`src/rtl/shift_pkg.sv`:
```
// rtl/shift_pkg.sv - shared types and constants for the iterative shift unit
package shift_pkg;

    localparam int WIDTH = 5;
    localparam int AMT_W = 2;

    localparam logic DIR_LEFT  = 1'b0;
    localparam logic DIR_RIGHT = 1'b1;

    typedef enum logic [1:0] {
        IDLE  = 2'd0,
        SHIFT = 2'd1,
        DONE  = 2'd2
    } state_t;

endpackage

```
`src/rtl/shift_iter_if.sv`:
```
// rtl/shift_iter_if.sv - start/ready/done request and result bundle for shift_iter
interface shift_iter_if #(
    parameter int WIDTH = 5,
    parameter int AMT_W = 2
);
    logic             start;
    logic [WIDTH-1:0] A;
    logic [AMT_W-1:0] bshift;
    logic             dir;
    logic             ready;
    logic             done;
    logic [WIDTH-1:0] Result;
    logic             carry;
    logic             zero;

    modport master (
        output start, A, bshift, dir,
        input  ready, done, Result, carry, zero
    );

    modport slave (
        input  start, A, bshift, dir,
        output ready, done, Result, carry, zero
    );
endinterface

```
`src/rtl/shift_step.sv`:
```
// rtl/shift_step.sv - one-position logical shift, combinational
module shift_step #(
    parameter int W = 5
) (
    input  logic [W-1:0] work_i,
    input  logic         d_i,
    output logic [W-1:0] work_o,
    output logic         out_bit_o
);
    import shift_pkg::*;

    always_comb begin
        work_o    = '0;
        out_bit_o = 1'b0;
        if (d_i == DIR_LEFT) begin
            work_o    = {work_i[W-2:0], 1'b0};
            out_bit_o = work_i[W-1];
        end else begin
            work_o    = {1'b0, work_i[W-1:1]};
            out_bit_o = work_i[0];
        end
    end
endmodule

```
`src/rtl/shift_iter.sv`:
```
// rtl/shift_iter.sv - sequenced logical shifter, one bit position per clock
module shift_iter #(
    parameter int WIDTH = shift_pkg::WIDTH,
    parameter int AMT_W = shift_pkg::AMT_W
) (
    input  logic       clk,
    input  logic       rst_n,
    shift_iter_if.slave bus
);
    import shift_pkg::*;

    state_t           state_q;
    logic [WIDTH-1:0] work_q;
    logic [AMT_W-1:0] cnt_q;
    logic             dir_q;
    logic [WIDTH-1:0] result_q;
    logic             carry_q;
    logic             zero_q;

    logic [WIDTH-1:0] work_d;
    logic             out_bit_d;

    shift_step #(.W(WIDTH)) u_step (
        .work_i    (work_q),
        .d_i       (dir_q),
        .work_o    (work_d),
        .out_bit_o (out_bit_d)
    );

    // Result/carry/zero only update on entry to DONE so they stay stable while shifting.
    always_ff @(posedge clk or negedge rst_n) begin
        if (!rst_n) begin
            state_q  <= IDLE;
            work_q   <= '0;
            cnt_q    <= '0;
            dir_q    <= DIR_LEFT;
            result_q <= '0;
            carry_q  <= 1'b0;
            zero_q   <= 1'b1;
        end else begin
            case (state_q)
                IDLE: begin
                    if (bus.start) begin
                        work_q <= bus.A;
                        cnt_q  <= bus.bshift;
                        dir_q  <= bus.dir;
                        if (bus.bshift != '0) begin
                            state_q <= SHIFT;
                        end else begin
                            state_q  <= DONE;
                            result_q <= bus.A;
                            carry_q  <= 1'b0;
                            zero_q   <= (bus.A == '0);
                        end
                    end
                end
                SHIFT: begin
                    work_q <= work_d;
                    cnt_q  <= cnt_q - AMT_W'(1);
                    if (cnt_q == AMT_W'(1)) begin
                        state_q  <= DONE;
                        result_q <= work_d;
                        carry_q  <= out_bit_d;
                        zero_q   <= (work_d == '0);
                    end
                end
                DONE: begin
                    state_q <= IDLE;
                end
                default: begin
                    state_q <= IDLE;
                end
            endcase
        end
    end

    assign bus.ready  = (state_q == IDLE);
    assign bus.done   = (state_q == DONE);
    assign bus.Result = result_q;
    assign bus.carry  = carry_q;
    assign bus.zero   = zero_q;
endmodule

```
`src/flat_wrapper.sv`:
```
// flat-port wrapper written by rule: the top's interface ports become plain ports
module shift_iter_flat import shift_pkg::*;
#(
    parameter int WIDTH = shift_pkg::WIDTH,
    parameter int AMT_W = shift_pkg::AMT_W
)
  (clk, rst_n, bus_start, bus_A, bus_bshift, bus_dir, bus_ready, bus_done, bus_Result, bus_carry, bus_zero);
  shift_iter_if #(.WIDTH(WIDTH), .AMT_W(AMT_W)) bus_i ();
  input  logic clk;
  input  logic rst_n;
  input wire logic [$bits(bus_i.start)-1:0] bus_start;
  input wire logic [$bits(bus_i.A)-1:0] bus_A;
  input wire logic [$bits(bus_i.bshift)-1:0] bus_bshift;
  input wire logic [$bits(bus_i.dir)-1:0] bus_dir;
  output wire logic [$bits(bus_i.ready)-1:0] bus_ready;
  output wire logic [$bits(bus_i.done)-1:0] bus_done;
  output wire logic [$bits(bus_i.Result)-1:0] bus_Result;
  output wire logic [$bits(bus_i.carry)-1:0] bus_carry;
  output wire logic [$bits(bus_i.zero)-1:0] bus_zero;
  assign bus_i.start = bus_start;
  assign bus_i.A = bus_A;
  assign bus_i.bshift = bus_bshift;
  assign bus_i.dir = bus_dir;
  assign bus_ready = bus_i.ready;
  assign bus_done = bus_i.done;
  assign bus_Result = bus_i.Result;
  assign bus_carry = bus_i.carry;
  assign bus_zero = bus_i.zero;
  shift_iter #(.WIDTH(WIDTH), .AMT_W(AMT_W)) u_core (.clk(clk), .rst_n(rst_n), .bus(bus_i));
endmodule
```
`config.mk`:
```
export PLATFORM = sky130hd
export DESIGN_NAME = shift_iter_flat
export DESIGN_NICKNAME = d
export VERILOG_FILES = /design/src/rtl/shift_pkg.sv /design/src/rtl/shift_iter_if.sv /design/src/rtl/shift_step.sv /design/src/rtl/shift_iter.sv /design/src/flat_wrapper.sv
export SDC_FILE = /design/constraint.sdc
export NUM_CORES = 1
export LEC_CHECK = 0
export CAP_MARGIN = 20
export CORE_UTILIZATION = 47
export CTS_CLUSTER_DIAMETER = 120
export DETAILED_ROUTE_END_ITERATION = 8
export PLACE_DENSITY = 0.76
export SLEW_MARGIN = 0
export SYNTH_ARGS = -nofsm -noshare
export SYNTH_HDL_FRONTEND = slang
export SYNTH_SLANG_ARGS = --single-unit
```
`constraint.sdc`:
```
create_clock -name clk -period 2 [get_ports clk]
set_input_delay 0.4 -clock clk [delete_from_list [all_inputs] [get_ports clk]]
set_output_delay 0.4 -clock clk [all_outputs]
set_load 0.01 [all_outputs]
```
==> flow_summary.ini <==
[clock_network]
root_buffer = clkbuf_4
holdBufCountCts = 0
clockBufferDepth = 2
cts_tree = yes
clock-sinks = 17
post_cts_buffers = 0
path_clk_slew_ns = 0.10
insertion_delay_ns = 0.30
cts_buffers = 3
ctsResizeCount = 0
htree_levels = 1

[synth]
yosysSeqAreaShare_pct = 51.0
synth_top_cell_area_share_pct = 47.9
synth_xor_area_share_pct = 0
synth_top_family_by_area = compound AO/OA/AOI/OAI gates
synth_seq_cells = 17
synthMuxAreaShare_pct = 8.68
synth_top_area_cell = dfrtp_1
syn_nets = 98
netlist_area_um2 = 836
synth_compound_area_share_pct = 17.8
ys_warn_count = 0
synthSimpleGateAreaFrac_pct = 16.9
synthCells = 86
synth_adder_area_share_pct = 1.50
avgSynthCellArea_um2 = 9.72
synth_area_leaders = dfrtp_1 48%, nand2_1 6.7%, mux2i_1 6.0%, o21ai_0 4.2%, o21ai_2 4.2%
ys_types = 28

[routing]
drt-total-wl_um = 1680
ant_nets = 0
wire_per_inst_um = 13.2
dr.first_iter.drc_count = 11
dr.pass1.iters = 4
num_vias = 681
drc = 0
routed_via_density = 5.36

[timing]
setup_viol = 0
fin_skew_ns = 0.000842
drv_slew = 0
rsz0062_at_grt = no
relSlewSlack_pct = 68.8
worst_pin_slew_ns = 0.468
max_freq_mhz = 523
fin_crit_sh_pct = 95.7
period_minus_slack_ns = 1.91
finalHoldViolations = 0

[floorplanning]
die_y_um = 44.2
io_pins = 20
num_rows = 14
die_x_um = 44.2
start_util_pct = 53.0
dieArea_um2 = 1950
core_um2 = 1580

[status]
status = complete, no violations

[power_and_ir_drop]
p_leak_nw = 0.492
power.density_nw_per_um2 = 1560
vdd.ir_drop.worst_mv = 0.761

[placement]
dp_hpwl_um = 1270
post_dp_cell_area_um2 = 1070
placed_cells = 123
routabilityCongestion = 0.849
place.port_buffers = 19

[critical_path]
slowest_delay_ns = 0.52
cp-end-kind = output pin
cp.arrival_ns = 1.51
critPathMaxFanout = 8
crit_chain = and2b_2 > clkdlybuf4s50_1
path_buf_inv = 1
crit_required_ns = 1.60
slowest_stage = clkdlybuf4s50_1
critical_path_class = reg2out
cp-start-kind = register
worst_path_dominant_cell_family = buffers and inverters

[cells_and_area]
layout.cells.non_filler = 127
fin_area_um2 = 1100
drive_gt1_share_pct = 16.2
area_delta_synth_final_pct = 31.1
n_antenna_cell = 0
fin_util_pct = 69.5
finalNetCount = 124

[global_routing]
grt_use_total_pct = 20.4
antenna_found_initial = 0
grt_max_degree = 18
grt_overflow = 0
grt_pass1_vias = 644
grt_pass1_wl_um = 2780

[worst_hold_path]
hold_class = in2async

[run]
max-cap-violations = 0
[kinds of logic (layout without fill, tap and decap cells)]
family / count (synthesis) / count (layout)
buffers and inverters: 7 / 32
adders and majority gates: 1 / 1
muxes: 7 / 7
AOI/OAI and AO/OA: 24 / 24
DFF: 17 / 17
and+or+nand+nor: 30 / 30
[cell usage after synthesis, drive strengths merged]
cell type / instances
dfrtp: 16
nand2: 15
o21ai: 12
nor2: 7
a21oi: 6
mux2i: 5
clkbuf: 3
a21o: 2
inv: 2
mux2: 2
a211oi: 1
a31oi: 1
and2b: 1
and3: 1
buf: 1
clkinv: 1
dfstp: 1
ha: 1
nand4: 1
nor2b: 1
nor3b: 1
nor4: 1
o21bai: 1
o31ai: 1
or2b: 1
or4b: 1
[worst register-to-register path, delay by kind of cell, from the launching register on]
family             cells  cell delay, ns
and+or+nand+nor        1            0.56
DFF                    1            0.46
AOI/OAI and AO/OA      2            0.68
[worst paths after layout]
check                                   from                 to  slack [ns]  depth (start not counted)
max                        u_core.state_q[0]           bus_done        0.09                          2
min                                    rst_n  u_core.state_q[0]        0.40                          2
max reg2reg                u_core.state_q[0]   u_core.bus.carry        0.21                          3
min reg2reg                  u_core.cnt_q[0]    u_core.cnt_q[0]        0.49                          1
max in group asynchronous              rst_n    u_core.bus.zero        1.35                          2
min in group clk             u_core.cnt_q[0]    u_core.cnt_q[0]        0.49                          1
[flip-flops by register name, summed over array words and instances, names as in the netlist]
| register | count |
|---|---|
| u_core.bus.Result | 5 |
| u_core.work_q | 5 |
| u_core.cnt_q | 2 |
| u_core.state_q | 2 |
| u_core.bus.carry | 1 |
| u_core.bus.zero | 1 |
| u_core.dir_q | 1 |
[layout make-up]
type	instances	area, µm²
tap	16	20.0
clock inverter	1	5.00
sequential	17	427
multi-input combinational	62	375
fill	125	480
clock buffer	3	22.5
inverter	3	11.3
timing repair buffer	25	235
[layout by cell type, fill, tap and decap left out]
| cell | synthesis | routed |
|---|---|---|
| o21ai_0 | 7 | 7 |
| a21o_1 | 2 | 2 |
| clkinv_1 | 1 | 1 |
| inv_1 | 2 | 2 |
| mux2_2 | 2 | 2 |
| nand2_1 | 15 | 15 |
| nor2b_1 | 1 | 1 |
| or4b_1 | 1 | 1 |
| a21oi_1 | 6 | 6 |
| o21ai_1 | 1 | 1 |
| mux2i_1 | 5 | 5 |
| o31ai_1 | 1 | 1 |
| dfstp_2 | 1 | 1 |
| buf_4 | 0 | 6 |
| nor4_1 | 1 | 1 |
| and3_1 | 1 | 1 |
| nand4_1 | 1 | 1 |
| and2b_2 | 1 | 1 |
| ha_1 | 1 | 1 |
| nor2_1 | 7 | 7 |
| o21bai_1 | 1 | 1 |
| clkinv_2 | 0 | 1 |
| clkdlybuf4s50_1 | 0 | 19 |
| or2b_1 | 1 | 1 |
| dfrtp_1 | 16 | 16 |
| a211oi_1 | 1 | 1 |
| a31oi_1 | 1 | 1 |
| o21ai_2 | 4 | 4 |
| clkbuf_4 | 0 | 3 |
| nor3b_1 | 1 | 1 |
[stage by stage]
stage               total power [W]  setup TNS (ns)  setup slack, ns  hold WS (ns)
floorplan                   0.00121               0            0.470         0.104
global placement            0.00150          -0.128          -0.0471         0.463
detailed placement          0.00152          -0.417           -0.135         0.472
CTS                         0.00171               0           0.0784         0.411
global route                0.00185               0           0.0263         0.409
finish                      0.00171               0           0.0865         0.405
[power breakdown]
part	internal, W	switching [W]	leakage (nW)	total (W)
clock	0.0000746	0.000118	0.0177	0.000192
combinational	0.000431	0.000426	0.265	0.000857
sequential	0.000514	0.000146	0.209	0.000660
total	0.00102	0.000690	0.492	0.00171
[metal layers]
layer	vias to the layer above	wire (µm)	track usage [%]
li1	349	-	-
met2	18	766	31.5
met4	0	38	12.7
met1	310	803	25.9
met5	-	0	0
met3	4	70	4.90
Power figures use the tool's default switching activity.
